**src/rtl/quad_cmd_pkg.sv**
```systemverilog
// Shared QuadCopter command definitions: opcodes, frame length, assembler states.
// Latency: n/a (package only).
// Backpressure: n/a (package only).
package quad_cmd_pkg;

    // Opcodes understood by the command FSM; the assembler passes them through unchecked
    localparam logic [7:0] REQ_BATT  = 8'h01;
    localparam logic [7:0] SET_PTCH  = 8'h02;
    localparam logic [7:0] SET_ROLL  = 8'h03;
    localparam logic [7:0] SET_YAW   = 8'h04;
    localparam logic [7:0] SET_THRST = 8'h05;
    localparam logic [7:0] CALIBRATE = 8'h06;
    localparam logic [7:0] EMER_LAND = 8'h07;
    localparam logic [7:0] MTRS_OFF  = 8'h08;

    // Bytes per command frame: opcode, data high, data low
    localparam int FRAME_LEN = 3;

    // Assembler position within a frame
    typedef enum logic [1:0] {
        ASM_IDLE = 2'd0,
        ASM_HIGH = 2'd1,
        ASM_LOW  = 2'd2
    } asm_state_e;

endpackage

```
**src/rtl/uart_cmd_assembler.sv**
```systemverilog
// Collects opcode/high/low UART bytes into one command word with an inter-byte timeout.
// Latency: cmd/data/cmd_rdy valid the cycle after the edge accepting the third byte.
// Backpressure: none; every rx_rdy byte is consumed immediately, an unread frame is overwritten (ovrn).
module uart_cmd_assembler
    import quad_cmd_pkg::*;
#(
    parameter int TIMEOUT = 1_000_000
) (
    input  logic        clk,
    input  logic        rst_n,
    input  logic        rx_rdy,
    input  logic [7:0]  rx_data,
    output logic        clr_rx_rdy,
    output logic [7:0]  cmd,
    output logic [15:0] data,
    output logic        cmd_rdy,
    input  logic        clr_cmd_rdy,
    output logic        frm_drop,
    output logic        ovrn
);

    localparam int CW = $clog2(TIMEOUT);

    localparam logic [1:0] S_IDLE = 2'(ASM_IDLE);
    localparam logic [1:0] S_HIGH = 2'(ASM_HIGH);
    localparam logic [1:0] S_LOW  = 2'(ASM_LOW);

    localparam logic [CW-1:0] CNT_LAST = CW'(TIMEOUT - 1);

    logic [1:0]    state;
    logic [CW-1:0] cnt;
    logic [7:0]    op_sh;
    logic [7:0]    hi_sh;

    // Every presented byte is consumed in the same cycle, in all states and during reset
    assign clr_rx_rdy = rx_rdy;

    // Frame FSM, shadow registers, output registers and inter-byte timeout
    always_ff @(posedge clk) begin
        if (!rst_n) begin
            state    <= S_IDLE;
            cnt      <= '0;
            op_sh    <= 8'h00;
            hi_sh    <= 8'h00;
            cmd      <= 8'h00;
            data     <= 16'h0000;
            cmd_rdy  <= 1'b0;
            frm_drop <= 1'b0;
            ovrn     <= 1'b0;
        end else begin
            frm_drop <= 1'b0;
            ovrn     <= 1'b0;
            // Acknowledge clears the flag unless a completing frame below re-sets it
            if (clr_cmd_rdy) begin
                cmd_rdy <= 1'b0;
            end
            case (state)
                S_IDLE: begin
                    cnt <= '0;
                    if (rx_rdy) begin
                        op_sh <= rx_data;
                        state <= S_HIGH;
                    end
                end
                S_HIGH: begin
                    if (rx_rdy) begin
                        hi_sh <= rx_data;
                        cnt   <= '0;
                        state <= S_LOW;
                    end else if (cnt == CNT_LAST) begin
                        cnt      <= '0;
                        frm_drop <= 1'b1;
                        state    <= S_IDLE;
                    end else begin
                        cnt <= cnt + CW'(1);
                    end
                end
                S_LOW: begin
                    if (rx_rdy) begin
                        cmd     <= op_sh;
                        data    <= {hi_sh, rx_data};
                        cmd_rdy <= 1'b1;
                        // A frame lost only if the consumer has not acknowledged it this cycle
                        ovrn    <= cmd_rdy & ~clr_cmd_rdy;
                        cnt     <= '0;
                        state   <= S_IDLE;
                    end else if (cnt == CNT_LAST) begin
                        cnt      <= '0;
                        frm_drop <= 1'b1;
                        state    <= S_IDLE;
                    end else begin
                        cnt <= cnt + CW'(1);
                    end
                end
                default: begin
                    cnt   <= '0;
                    state <= S_IDLE;
                end
            endcase
        end
    end

endmodule

```
**config.mk**
```make
export PLATFORM = sky130hd
export DESIGN_NAME = uart_cmd_assembler
export DESIGN_NICKNAME = d
export VERILOG_FILES = /design/src/rtl/quad_cmd_pkg.sv /design/src/rtl/uart_cmd_assembler.sv
export SDC_FILE = /design/constraint.sdc
export NUM_CORES = 1
export LEC_CHECK = 0
export CORE_MARGIN = 2
export CORE_UTILIZATION = 45
export CTS_CLUSTER_SIZE = 25
export DETAILED_ROUTE_END_ITERATION = 16
export PLACE_DENSITY = 0.72
export RECOVER_POWER = 100
export SLEW_MARGIN = 20
export SYNTH_ARGS = -nofsm -noshare
export SYNTH_HDL_FRONTEND = slang
export SYNTH_SLANG_ARGS = --single-unit
```
**constraint.sdc**
```tcl
create_clock -name clk -period 2.1 [get_ports clk]
set_input_delay 0.42 -clock clk [delete_from_list [all_inputs] [get_ports clk]]
set_output_delay 0.42 -clock clk [all_outputs]
set_load 0.01 [all_outputs]
```
==> flow_metrics.py, run 1 <==
metrics = {
    "timing": {
        "fmax_mhz": 500,
        "setup_violations": 0,
        "fin_setup_tns_ns": 0,
        "hold_violations": 0,
        "min_period_over_period": 0.953,
        "rsz0062_at_grt": "no",
        "period_minus_slack_ns": 2.00,
        "maxSlewHeadroom": 0.677,
        "slew_viol_final": 0,
        "worstMarginPinSlew_ns": 0.485,
        "fin_skew_ns": 0.00919,
        "fin_hold_ws_ns": 0.448,
        "worst_slack_ns": 0.0989,
    },
    "global_routing": {
        "antenna_found_initial": 0,
        "grt_max_degree": 43,
        "grt_pass1_vias": 2079,
        "track_usage": 0.184,
        "overflow": 0,
        "grt_pass1_wl_um": 9110,
    },
    "routing": {
        "drt_first_pass_iters": 4,
        "wl_um": 5270,
        "num_vias": 2189,
        "drt_iter0_drc": 130,
        "avgViaCountPerCell": 5.10,
        "wire_per_inst_um": 12.3,
        "drc": 0,
        "ant_nets": 0,
    },
    "yosys": {
        "syn_inst": 311,
        "synth_seq_area_share": 0.505,
        "synth_seq_cells": 65,
        "yosys_warnings": 0,
        "synth_nets": 328,
        "syn-cell-area_sq_um": 2580,
        "synth.avg_cell_area_sq_um": 8.28,
        "yosys.cell_types.count": 37,
    },
    "clock_network": {
        "post_cts_resized": 0,
        "clockBufferDepth": 2,
        "clkLatencyLatePin_ns": 0.35,
        "htree_levels": 3,
        "cts-root-buf": "clkbuf_8",
        "cts.sinks": 65,
        "numCtsBuffers": 9,
        "path_clk_slew_ns": 0.08,
        "cts_tree": "done",
        "post_cts.repair.setup_buffers": 0,
        "holdBufCountCts": 0,
    },
    "floorplanning": {
        "ios": 40,
        "dieArea_sq_um": 6350,
        "rows": 27,
        "die_h_um": 79.7,
        "core_sq_um": 5510,
        "die_w_um": 79.7,
        "initial_core_util": 0.468,
    },
    "worst_setup_path": {
        "crit_path_end_kind": "flip-flop",
        "cp_slowest_cell": "or4_1",
        "critPathLaunch": "cnt[3]$_SDFF_PP0_",
        "worst-path-buf-inv": 0,
        "crit_type": "reg2reg",
        "r2r_start": "cnt[3]$_SDFF_PP0_",
        "cp_cell_sequence": "nand4_4 -> or4_1 -> or4_4 -> a21oi_1",
        "cp.required_ns": 2.37,
        "crit_fanout": 9,
        "critPathLaunchType": "flip-flop",
        "crit_family": "simple AND/OR/NAND/NOR gates",
        "slowest_delay_ns": 0.70,
        "critical_path_arrival_ns": 2.27,
    },
    "worst_hold_path": {
        "min_from": "hi_sh[2]$_SDFFE_PN0P_",
        "hold_path.class": "reg2reg",
    },
    "final_layout": {
        "register_area_sq_um": 1300,
        "drive_above_1_share": 0.0812,
        "diodes": 0,
        "fillCellCount": 483,
        "fin_cells": 429,
        "fin_area_sq_um": 3250,
        "final_common_cell": "nand2_1",
        "final_cell_mix": "76 x nand2_1, 65 x dfxtp_1, 48 x a21oi_1",
        "syn2layout_area_growth_pct": 26.1,
        "multiInputGateArea_sq_um": 1160,
        "nNetsFinal": 369,
    },
    "power_and_ir_drop": {
        "power_density_nw_per_um2": 782,
        "ir_worst_vdd_v": 0.000511,
        "leakage_nw": 1.17,
    },
    "outcome": {
        "status": "finished, final reports clean",
    },
    "placement": {
        "dpl_cell_area_sq_um": 3080,
        "pre_cts_slack_ns": 0.123,
        "dp_hpwl_um": 3570,
        "port_buffers": 39,
        "gp_congestion": 0.806,
        "placedCellCount": 413,
    },
    "flow_run": {
        "maxCapViolations": 0,
    },
}
area by class of cell:
type                    instances  area share
well taps                      72      0.0277
clock buffers                   9      0.0381
flip-flops and latches         65       0.400
clock inverters                 7      0.0239
multi-input cells             220       0.357
repair buffers                 48       0.143
inverters                       8     0.00924
routing by layer:
metal	share of wire	routed length, um	track usage
met4	0.020	103	0.0948
met5	0	0	0
met2	0.43	2290	0.282
met1	0.49	2560	0.232
met3	0.059	312	0.0588
registers in the layout (all words and copies together) (netlist names):
| signal | cells |
|---|---|
| op_sh | 8 |
| ovrn | 1 |
| cmd_rdy | 1 |
| data | 16 |
| hi_sh | 8 |
| frm_drop | 1 |
| cmd | 8 |
| state | 2 |
| cnt | 20 |
power breakdown:
group	switching, W	total (W)	leakage (nW)	internal [W]
clock network	0.000510	0.00107	0.101	0.000560
logic	0.000116	0.000192	0.547	0.0000761
registers	0.0000168	0.00128	0.526	0.00126
metrics by stage:
stage | total power (W) | util
floorplan | 0.00143 | -
global route | 0.00264 | 0.590
finish | 0.00254 | 0.590
CTS | 0.00258 | 0.596
global placement | 0.00151 | 0.560
detailed placement | 0.00151 | 0.560
Yosys cell counts:
| cell type | instances | share of area |
|---|---|---|
| nor4b_1 | 1 | 0.0034 |
| nand2b_1 | 1 | 0.0024 |
| inv_1 | 7 | 0.010 |
| buf_2 | 1 | 0.0019 |
| or3_2 | 1 | 0.0029 |
| nor2_1 | 16 | 0.023 |
| nor3_1 | 4 | 0.0078 |
| a211oi_1 | 1 | 0.0029 |
| o31ai_1 | 3 | 0.0087 |
| nand4_1 | 4 | 0.0097 |
| nand3_1 | 22 | 0.043 |
| buf_4 | 3 | 0.0087 |
| and4_1 | 1 | 0.0034 |
| a211o_1 | 1 | 0.0034 |
| and2_1 | 2 | 0.0049 |
| o22ai_1 | 1 | 0.0024 |
| or3_1 | 4 | 0.0097 |
| nand2_1 | 76 | 0.11 |
| clkbuf_1 | 14 | 0.020 |
| clkinv_1 | 1 | 0.0015 |
| nand4_4 | 1 | 0.0083 |
| or4b_2 | 1 | 0.0039 |
| a21oi_1 | 47 | 0.091 |
| nor4_1 | 3 | 0.0073 |
| ha_1 | 5 | 0.024 |
| or4_4 | 1 | 0.0044 |
| and4_2 | 1 | 0.0039 |
| a2111oi_0 | 1 | 0.0034 |
| or4_1 | 2 | 0.0058 |
| o211a_1 | 1 | 0.0039 |
| o21a_1 | 1 | 0.0029 |
| o21ai_0 | 4 | 0.0078 |
| dfxtp_1 | 65 | 0.51 |
| xnor2_1 | 6 | 0.020 |
| xor2_1 | 6 | 0.020 |
| a21oi_2 | 1 | 0.0034 |
| and3_1 | 1 | 0.0024 |
path summary, 6_finish.rpt:
| path | endpoint | slack [ns] | cells past startpoint |
|---|---|---|---|
| setup / recovery | cnt[19]$_SDFF_PP0_ | 0.1 | 4 |
| hold / removal | data[10]$_SDFFE_PN0P_ | 0.45 | 2 |
| setup reg to reg | cnt[19]$_SDFF_PP0_ | 0.1 | 4 |
| hold reg to reg | data[10]$_SDFFE_PN0P_ | 0.45 | 2 |
worst min-delay path, delay by kind of cell, from the launching register on:
kind | cells | cell delay, ns
compound gates | 1 | 0.05
simple gates | 1 | 0.05
flops | 1 | 0.32
cell families after synthesis:
kind of cell             Yosys count  synth area share
adder cells (fa/ha/maj)            5            0.0243
AND/OR/NAND/NOR                  142             0.257
AO/OA/AOI/OAI                     61             0.130
XOR/XNOR                          12            0.0408
flip-flops                        65             0.505
buffers and inverters             26            0.0427
Power figures use the tool's default switching activity.
==> inputs of run 2 (changes only) <==
--- a/config.mk
+++ b/config.mk
@@ -5,11 +5,14 @@
 export SDC_FILE = /design/constraint.sdc
 export NUM_CORES = 1
 export LEC_CHECK = 0
+export CELL_PAD_IN_SITES_DETAIL_PLACEMENT = 1
+export CELL_PAD_IN_SITES_GLOBAL_PLACEMENT = 1
 export CORE_MARGIN = 2
-export CORE_UTILIZATION = 45
+export CORE_UTILIZATION = 35
+export CTS_CLUSTER_DIAMETER = 120
 export CTS_CLUSTER_SIZE = 25
 export DETAILED_ROUTE_END_ITERATION = 16
-export PLACE_DENSITY = 0.72
+export PLACE_DENSITY = 0.77
 export RECOVER_POWER = 100
 export SLEW_MARGIN = 20
 export SYNTH_ARGS = -nofsm -noshare
==> constraint.sdc (replaced) <==
create_clock -name clk -period 1.7 [get_ports clk]
set_input_delay 0.34 -clock clk [delete_from_list [all_inputs] [get_ports clk]]
set_output_delay 0.34 -clock clk [all_outputs]
set_load 0.01 [all_outputs]
==> run 2 against run 1 <==
Effect of this change: sequential power increased by 23%; the flow now finishes with violations (negative setup slack); clock-buffer cell count increased by 2; power up 30%; fmax is 18% higher; via count is 8.7% higher; routed wire length increased by 36%; combinational power rose by 49%; sequential share of layout area is 3.8 points lower; largest power group unchanged; final cell count grew 12%; flip-flop and latch count did not move; worst hold slack improved by 0.0027 ns.
==> flow_metrics.py, run 2 (synthesis results as in run 1) <==
metrics = {
    "floorplanning": {
        "ios": 40,
        "die_w_um": 89.8,
        "dieArea_sq_um": 8060,
        "core_sq_um": 7180,
        "initial_core_util": 0.359,
        "rows": 31,
        "die_h_um": 89.8,
    },
    "placement": {
        "pre_cts_slack_ns": -0.0653,
        "dp_hpwl_um": 4690,
        "dpl_cell_area_sq_um": 3270,
        "port_buffers": 39,
        "gp_congestion": 0.758,
    },
    "global_routing": {
        "grt_max_degree": 43,
        "grt_pass1_wl_um": 11700,
        "grt.busiest_layer": "met2",
        "globalRouteMet1Util": 0.208,
        "track_usage": 0.180,
        "grt_use_met3": 0.0436,
        "grt_util_met2": 0.318,
        "grt_pass1_vias": 2480,
        "antenna_found_initial": 0,
        "overflow": 0,
    },
    "worst_setup_path": {
        "crit_path_end_kind": "flip-flop",
        "critical_path_arrival_ns": 1.94,
        "cp.required_ns": 1.94,
        "cp_cell_sequence": "buf_4 -> nor4b_1 -> and3_2 -> a211o_4 -> clkbuf_16 -> nor2_1",
        "critPathLaunchType": "flip-flop",
        "crit_fanout": 5,
        "slowest_delay_ns": 0.39,
        "crit_type": "reg2reg",
        "cp_slowest_cell": "nor4b_1",
    },
    "final_layout": {
        "top_register": "cnt",
        "utilization": 0.508,
        "diodes": 0,
        "nNetsFinal": 394,
        "drive_above_1_share": 0.194,
        "largest_reg_flops": 20,
        "syn2layout_area_growth_pct": 41.4,
        "reg_top3": "cnt (20), data (16)",
        "fillCellCount": 856,
        "final_cell_mix": "75 x nand2_1, 56 x dfxtp_1, 47 x a21oi_1",
        "fin_area_sq_um": 3640,
        "final_common_cell": "nand2_1",
    },
    "power_and_ir_drop": {
        "finalPower_w": 0.00331,
        "ir_worst_vdd_v": 0.000451,
        "switchingPower_w": 0.000817,
        "swShare": 0.247,
        "p_seq_frac": 0.477,
        "leakage_nw": 1.34,
        "p_int_w": 0.00249,
        "power_density_nw_per_um2": 909,
        "power_frac_clock": 0.437,
        "pwr-share-comb": 0.087,
    },
    "timing": {
        "worst_slack_ns": -0.000285,
        "period_minus_slack_ns": 1.70,
        "slew_viol_final": 0,
        "worstMarginPinSlew_ns": 0.489,
        "maxSlewHeadroom": 0.674,
        "setup_violations": 1,
        "fmax_mhz": 588,
        "hold_violations": 0,
        "min_period_over_period": 1.00,
        "fin_skew_ns": 0.0116,
        "rsz0062_at_grt": "yes",
        "fin_setup_tns_ns": -0.000285,
    },
    "clock_network": {
        "cts-root-buf": "clkbuf_8",
        "clockBufferDepth": 2,
        "holdBufCountCts": 0,
        "clkLatencyLatePin_ns": 0.35,
        "htree_levels": 3,
        "path_clk_slew_ns": 0.08,
        "cts.sinks": 65,
        "cts_tree": "done",
        "numCtsBuffers": 9,
    },
    "routing": {
        "num_vias": 2380,
        "wl_um": 7140,
        "drt_iter0_drc": 63,
        "drc": 0,
        "drt_first_pass_iters": 4,
        "wire_per_inst_um": 14.8,
        "avgViaCountPerCell": 4.95,
        "ant_nets": 0,
    },
    "flow_run": {
        "maxCapViolations": 0,
    },
    "worst_hold_path": {
        "hold_path.class": "reg2reg",
    },
    "outcome": {
        "violations": "negative setup slack",
        "status": "complete, but fails checks",
    },
}
==> run 2: what timing repair did <==
item,in CTS,in global routing
setup endpoints to repair,22,23
hold endpoints to repair,0,0
resized for setup,6,17
buffers inserted,2,4
pin swaps,3,4
gates cloned,1,1
==> run 2: metrics by stage <==
stage / hold slack [ns] / instances
floorplan: 0.428 / 311
global placement: 0.441 / 458
detailed placement: 0.446 / 458
CTS: 0.456 / 476
global route: 0.469 / 481
finish: 0.450 / 481
==> run 2: final cells by class <==
| cell class | count | area (sq um) | share of cell area |
|---|---|---|---|
| clock buffer | 11 | 163 | 0.0446 |
| clock inverter | 5 | 60.1 | 0.0165 |
| inverter | 8 | 30.0 | 0.00824 |
| multi-input combinational | 220 | 1230 | 0.339 |
| timing repair buffer | 73 | 713 | 0.196 |
| sequential | 65 | 1320 | 0.362 |
| tap | 99 | 124 | 0.0340 |
==> run 2: worst max-delay path, delay by kind of cell (launching register included) <==
| family | cells | cell delay (ns) |
|---|---|---|
| flops | 1 | 0.32 |
| compound gates | 1 | 0.21 |
| simple gates | 3 | 0.74 |
| buf+inv | 2 | 0.31 |
==> run 2: final timing paths <==
path | slack, ns | to | startpoint | cells past startpoint
max | -0.0003 | cnt[2]$_SDFF_PP0_ | cnt[7]$_SDFF_PP0_ | 6
min | 0.45 | cmd[7]$_SDFFE_PN0P_ | op_sh[7]$_SDFFE_PN0P_ | 2
max reg2reg | -0.0003 | cnt[2]$_SDFF_PP0_ | cnt[7]$_SDFF_PP0_ | 6
min reg2reg | 0.45 | cmd[7]$_SDFFE_PN0P_ | op_sh[7]$_SDFFE_PN0P_ | 2
==> run 2: power groups by stage <==
stage	sequential, W	combinational [W]	clock [W]
global placement	0.00161	0.000259	0
finish	0.00158	0.000287	0.00145
floorplan	0.00161	0.000147	0
global route	0.00158	0.000317	0.00155
detailed placement	0.00161	0.000265	0
CTS	0.00158	0.000278	0.00148
==> run 2: layer usage <==
metal  vias up  share of wire
met3         4          0.031
met1      1143           0.44
met5         -              0
li1       1193              -
met4         0         0.0098
met2        40           0.52
==> inputs of run 3 (changes only) <==
--- a/config.mk
+++ b/config.mk
@@ -7,7 +7,6 @@
 export LEC_CHECK = 0
 export CELL_PAD_IN_SITES_DETAIL_PLACEMENT = 1
 export CELL_PAD_IN_SITES_GLOBAL_PLACEMENT = 1
-export CORE_MARGIN = 2
 export CORE_UTILIZATION = 35
 export CTS_CLUSTER_DIAMETER = 120
 export CTS_CLUSTER_SIZE = 25
==> run 3 against run 2 <==
Effect of this change: the run still ends with negative setup slack left; critical path depth fell by 1; die area fell by 4.4%; worst hold slack improved by 0.0055 ns; power rose by 8.3%; clock power rose by 17%; critical path type unchanged; largest cell class unchanged; largest power group is now clock.
==> flow_metrics.py, run 3 (synthesis results as in run 1) <==
metrics = {
    "global_routing": {
        "overflow": 0,
        "grt_pass1_vias": 2483,
        "antenna_found_initial": 0,
        "grt_pass1_wl_um": 11900,
        "grt_max_degree": 43,
        "track_usage": 0.205,
    },
    "routing": {
        "wire_per_inst_um": 15.4,
        "drt_iter0_drc": 84,
        "drt_first_pass_iters": 4,
        "avgViaCountPerCell": 5.05,
        "num_vias": 2396,
        "wl_um": 7300,
        "drc": 0,
        "ant_nets": 0,
    },
    "final_layout": {
        "diodes": 0,
        "largest_reg_flops": 20,
        "syn2layout_area_growth_pct": 42.2,
        "fillCellCount": 820,
        "final_cell_mix": "76 x nand2_1, 57 x dfxtp_1, 47 x a21oi_1",
        "fin_cells": 474,
        "drive_above_1_share": 0.177,
        "nNetsFinal": 390,
        "top_register": "cnt",
        "final_common_cell": "nand2_1",
        "reg_top3": "cnt (20), data (16)",
        "utilization": 0.527,
    },
    "worst_hold_path": {
        "min_path_cells": 2,
        "min_from": "cmd[6]$_SDFFE_PN0P_",
        "min_to": "cmd[6]$_SDFFE_PN0P_",
        "hold_path.class": "reg2reg",
    },
    "outcome": {
        "violations": "negative setup slack",
        "status": "complete, but fails checks",
    },
    "floorplanning": {
        "rows": 30,
        "ios": 40,
        "die_w_um": 87.8,
        "dieArea_sq_um": 7710,
        "initial_core_util": 0.371,
        "die_h_um": 87.8,
        "core_sq_um": 6940,
    },
    "worst_setup_path": {
        "ff2ff_path_depth": 5,
        "cp.required_ns": 1.94,
        "critPathLaunchType": "flip-flop",
        "worst-path-buf-inv": 1,
        "crit_family": "simple AND/OR/NAND/NOR gates",
        "critical_path_arrival_ns": 1.95,
        "cp_slowest_cell": "or4_4",
        "crit_fanout": 8,
        "worstReg2RegEnd": "cnt[19]$_SDFF_PP0_",
        "rrSetupSlack_ns": -0.01,
        "r2r_start": "cnt[5]$_SDFF_PP0_",
        "crit_type": "reg2reg",
        "cp_cell_sequence": "nand4_4 -> or4_4 -> buf_4 -> o31ai_1 -> a21oi_2",
        "crit_path_end_kind": "flip-flop",
        "slowest_delay_ns": 0.59,
    },
    "placement": {
        "port_buffers": 39,
        "gp_congestion": 0.756,
        "dp_hpwl_um": 4770,
        "placedCellCount": 453,
    },
    "flow_run": {
        "maxCapViolations": 0,
    },
    "timing": {
        "maxSlewHeadroom": 0.702,
        "fmax_mhz": 584,
        "hold_violations": 0,
        "slew_viol_final": 0,
        "min_period_over_period": 1.01,
        "period_minus_slack_ns": 1.71,
        "worst_slack_ns": -0.0111,
        "setup_violations": 1,
        "fin_skew_ns": 0.00708,
        "rsz0062_at_grt": "yes",
        "worstMarginPinSlew_ns": 0.443,
    },
    "clock_network": {
        "cts-root-buf": "clkbuf_8",
        "clockBufferDepth": 2,
        "htree_levels": 3,
        "cts_tree": "done",
        "cts.sinks": 65,
        "path_clk_slew_ns": 0.08,
        "clkLatencyLatePin_ns": 0.35,
        "numCtsBuffers": 9,
    },
    "power_and_ir_drop": {
        "swShare": 0.230,
        "power_frac_clock": 0.475,
        "p_int_w": 0.00276,
        "switchingPower_w": 0.000825,
        "ir_worst_vdd_v": 0.000781,
        "leakage_nw": 1.29,
        "p_seq_frac": 0.441,
        "finalPower_w": 0.00359,
        "pwr-share-comb": 0.083,
        "power_density_nw_per_um2": 979,
    },
}
==> run 3: worst max-delay path by stage <==
stage	cells after the start	end	from	slack, ns
CTS	4	cnt[19]$_SDFF_PP0_	cnt[2]$_SDFF_PP0_	-0.005
global route	4	cnt[19]$_SDFF_PP0_	cnt[2]$_SDFF_PP0_	-0.04
finish	5	cnt[19]$_SDFF_PP0_	cnt[5]$_SDFF_PP0_	-0.01
detailed placement	6	state[1]$_SDFFE_PN0P_	rx_rdy	-0.06
global placement	2	clr_rx_rdy	rx_rdy	-0.01
floorplan	5	cnt[19]$_SDFF_PP0_	cnt[4]$_SDFF_PP0_	-0.05
==> run 3: final cells by class <==
cell class,instances,area (sq um),area share
Sequential cell,65,1320,0.359
Multi-Input combinational cell,220,1220,0.332
Timing Repair Buffer,69,717,0.196
Clock buffer,10,149,0.0407
Tap cell,96,120,0.0328
Clock inverter,6,113,0.0307
Inverter,8,30.0,0.00820
==> run 3: metrics by stage <==
step           setup slack, ns  hold WS [ns]  instance area [sq um]   TNS, ns
2_1_floorplan          -0.0475         0.428                   2610    -0.439
3_3_place_gp           -0.0144         0.439                   3270   -0.0144
3_5_place_dp           -0.0571         0.444                   3270    -0.563
4_1_cts               -0.00511         0.452                   3630  -0.00511
5_1_grt                -0.0373         0.479                   3660    -0.313
6_report               -0.0111         0.456                   3660   -0.0111
==> run 3: worst min-delay path: stages (launching register included) <==
cell and delay, ns:
dfxtp_1 0.31, nand2_1 0.05, a21oi_1 0.05
==> run 3: repair_timing <==
item / CTS / global route
endpoints found under the setup margin: 23 / 23
buffers inserted: 3 / 0
cloned: 2 / 0
hold buffers: 0 / 0
pin swaps: 3 / 2
resized for setup: 7 / 10
==> run 3: per-layer routing <==
| metal | part of all wire | vias to the layer above | track usage |
|---|---|---|---|
| met1 | 0.42 | 1158 | 0.238 |
| met5 | 0 | - | 0 |
| met2 | 0.52 | 44 | 0.363 |
| li1 | - | 1181 | - |
| met4 | 0.019 | 0 | 0.0879 |
| met3 | 0.033 | 13 | 0.0471 |
==> run 3: power groups by stage <==
stage	registers, W	clock network, W	logic, W
floorplan	0.00161	0	0.000147
global placement	0.00161	0	0.000261
detailed placement	0.00162	0	0.000267
CTS	0.00158	0.00172	0.000299
global route	0.00159	0.00180	0.000328
finish	0.00158	0.00170	0.000299
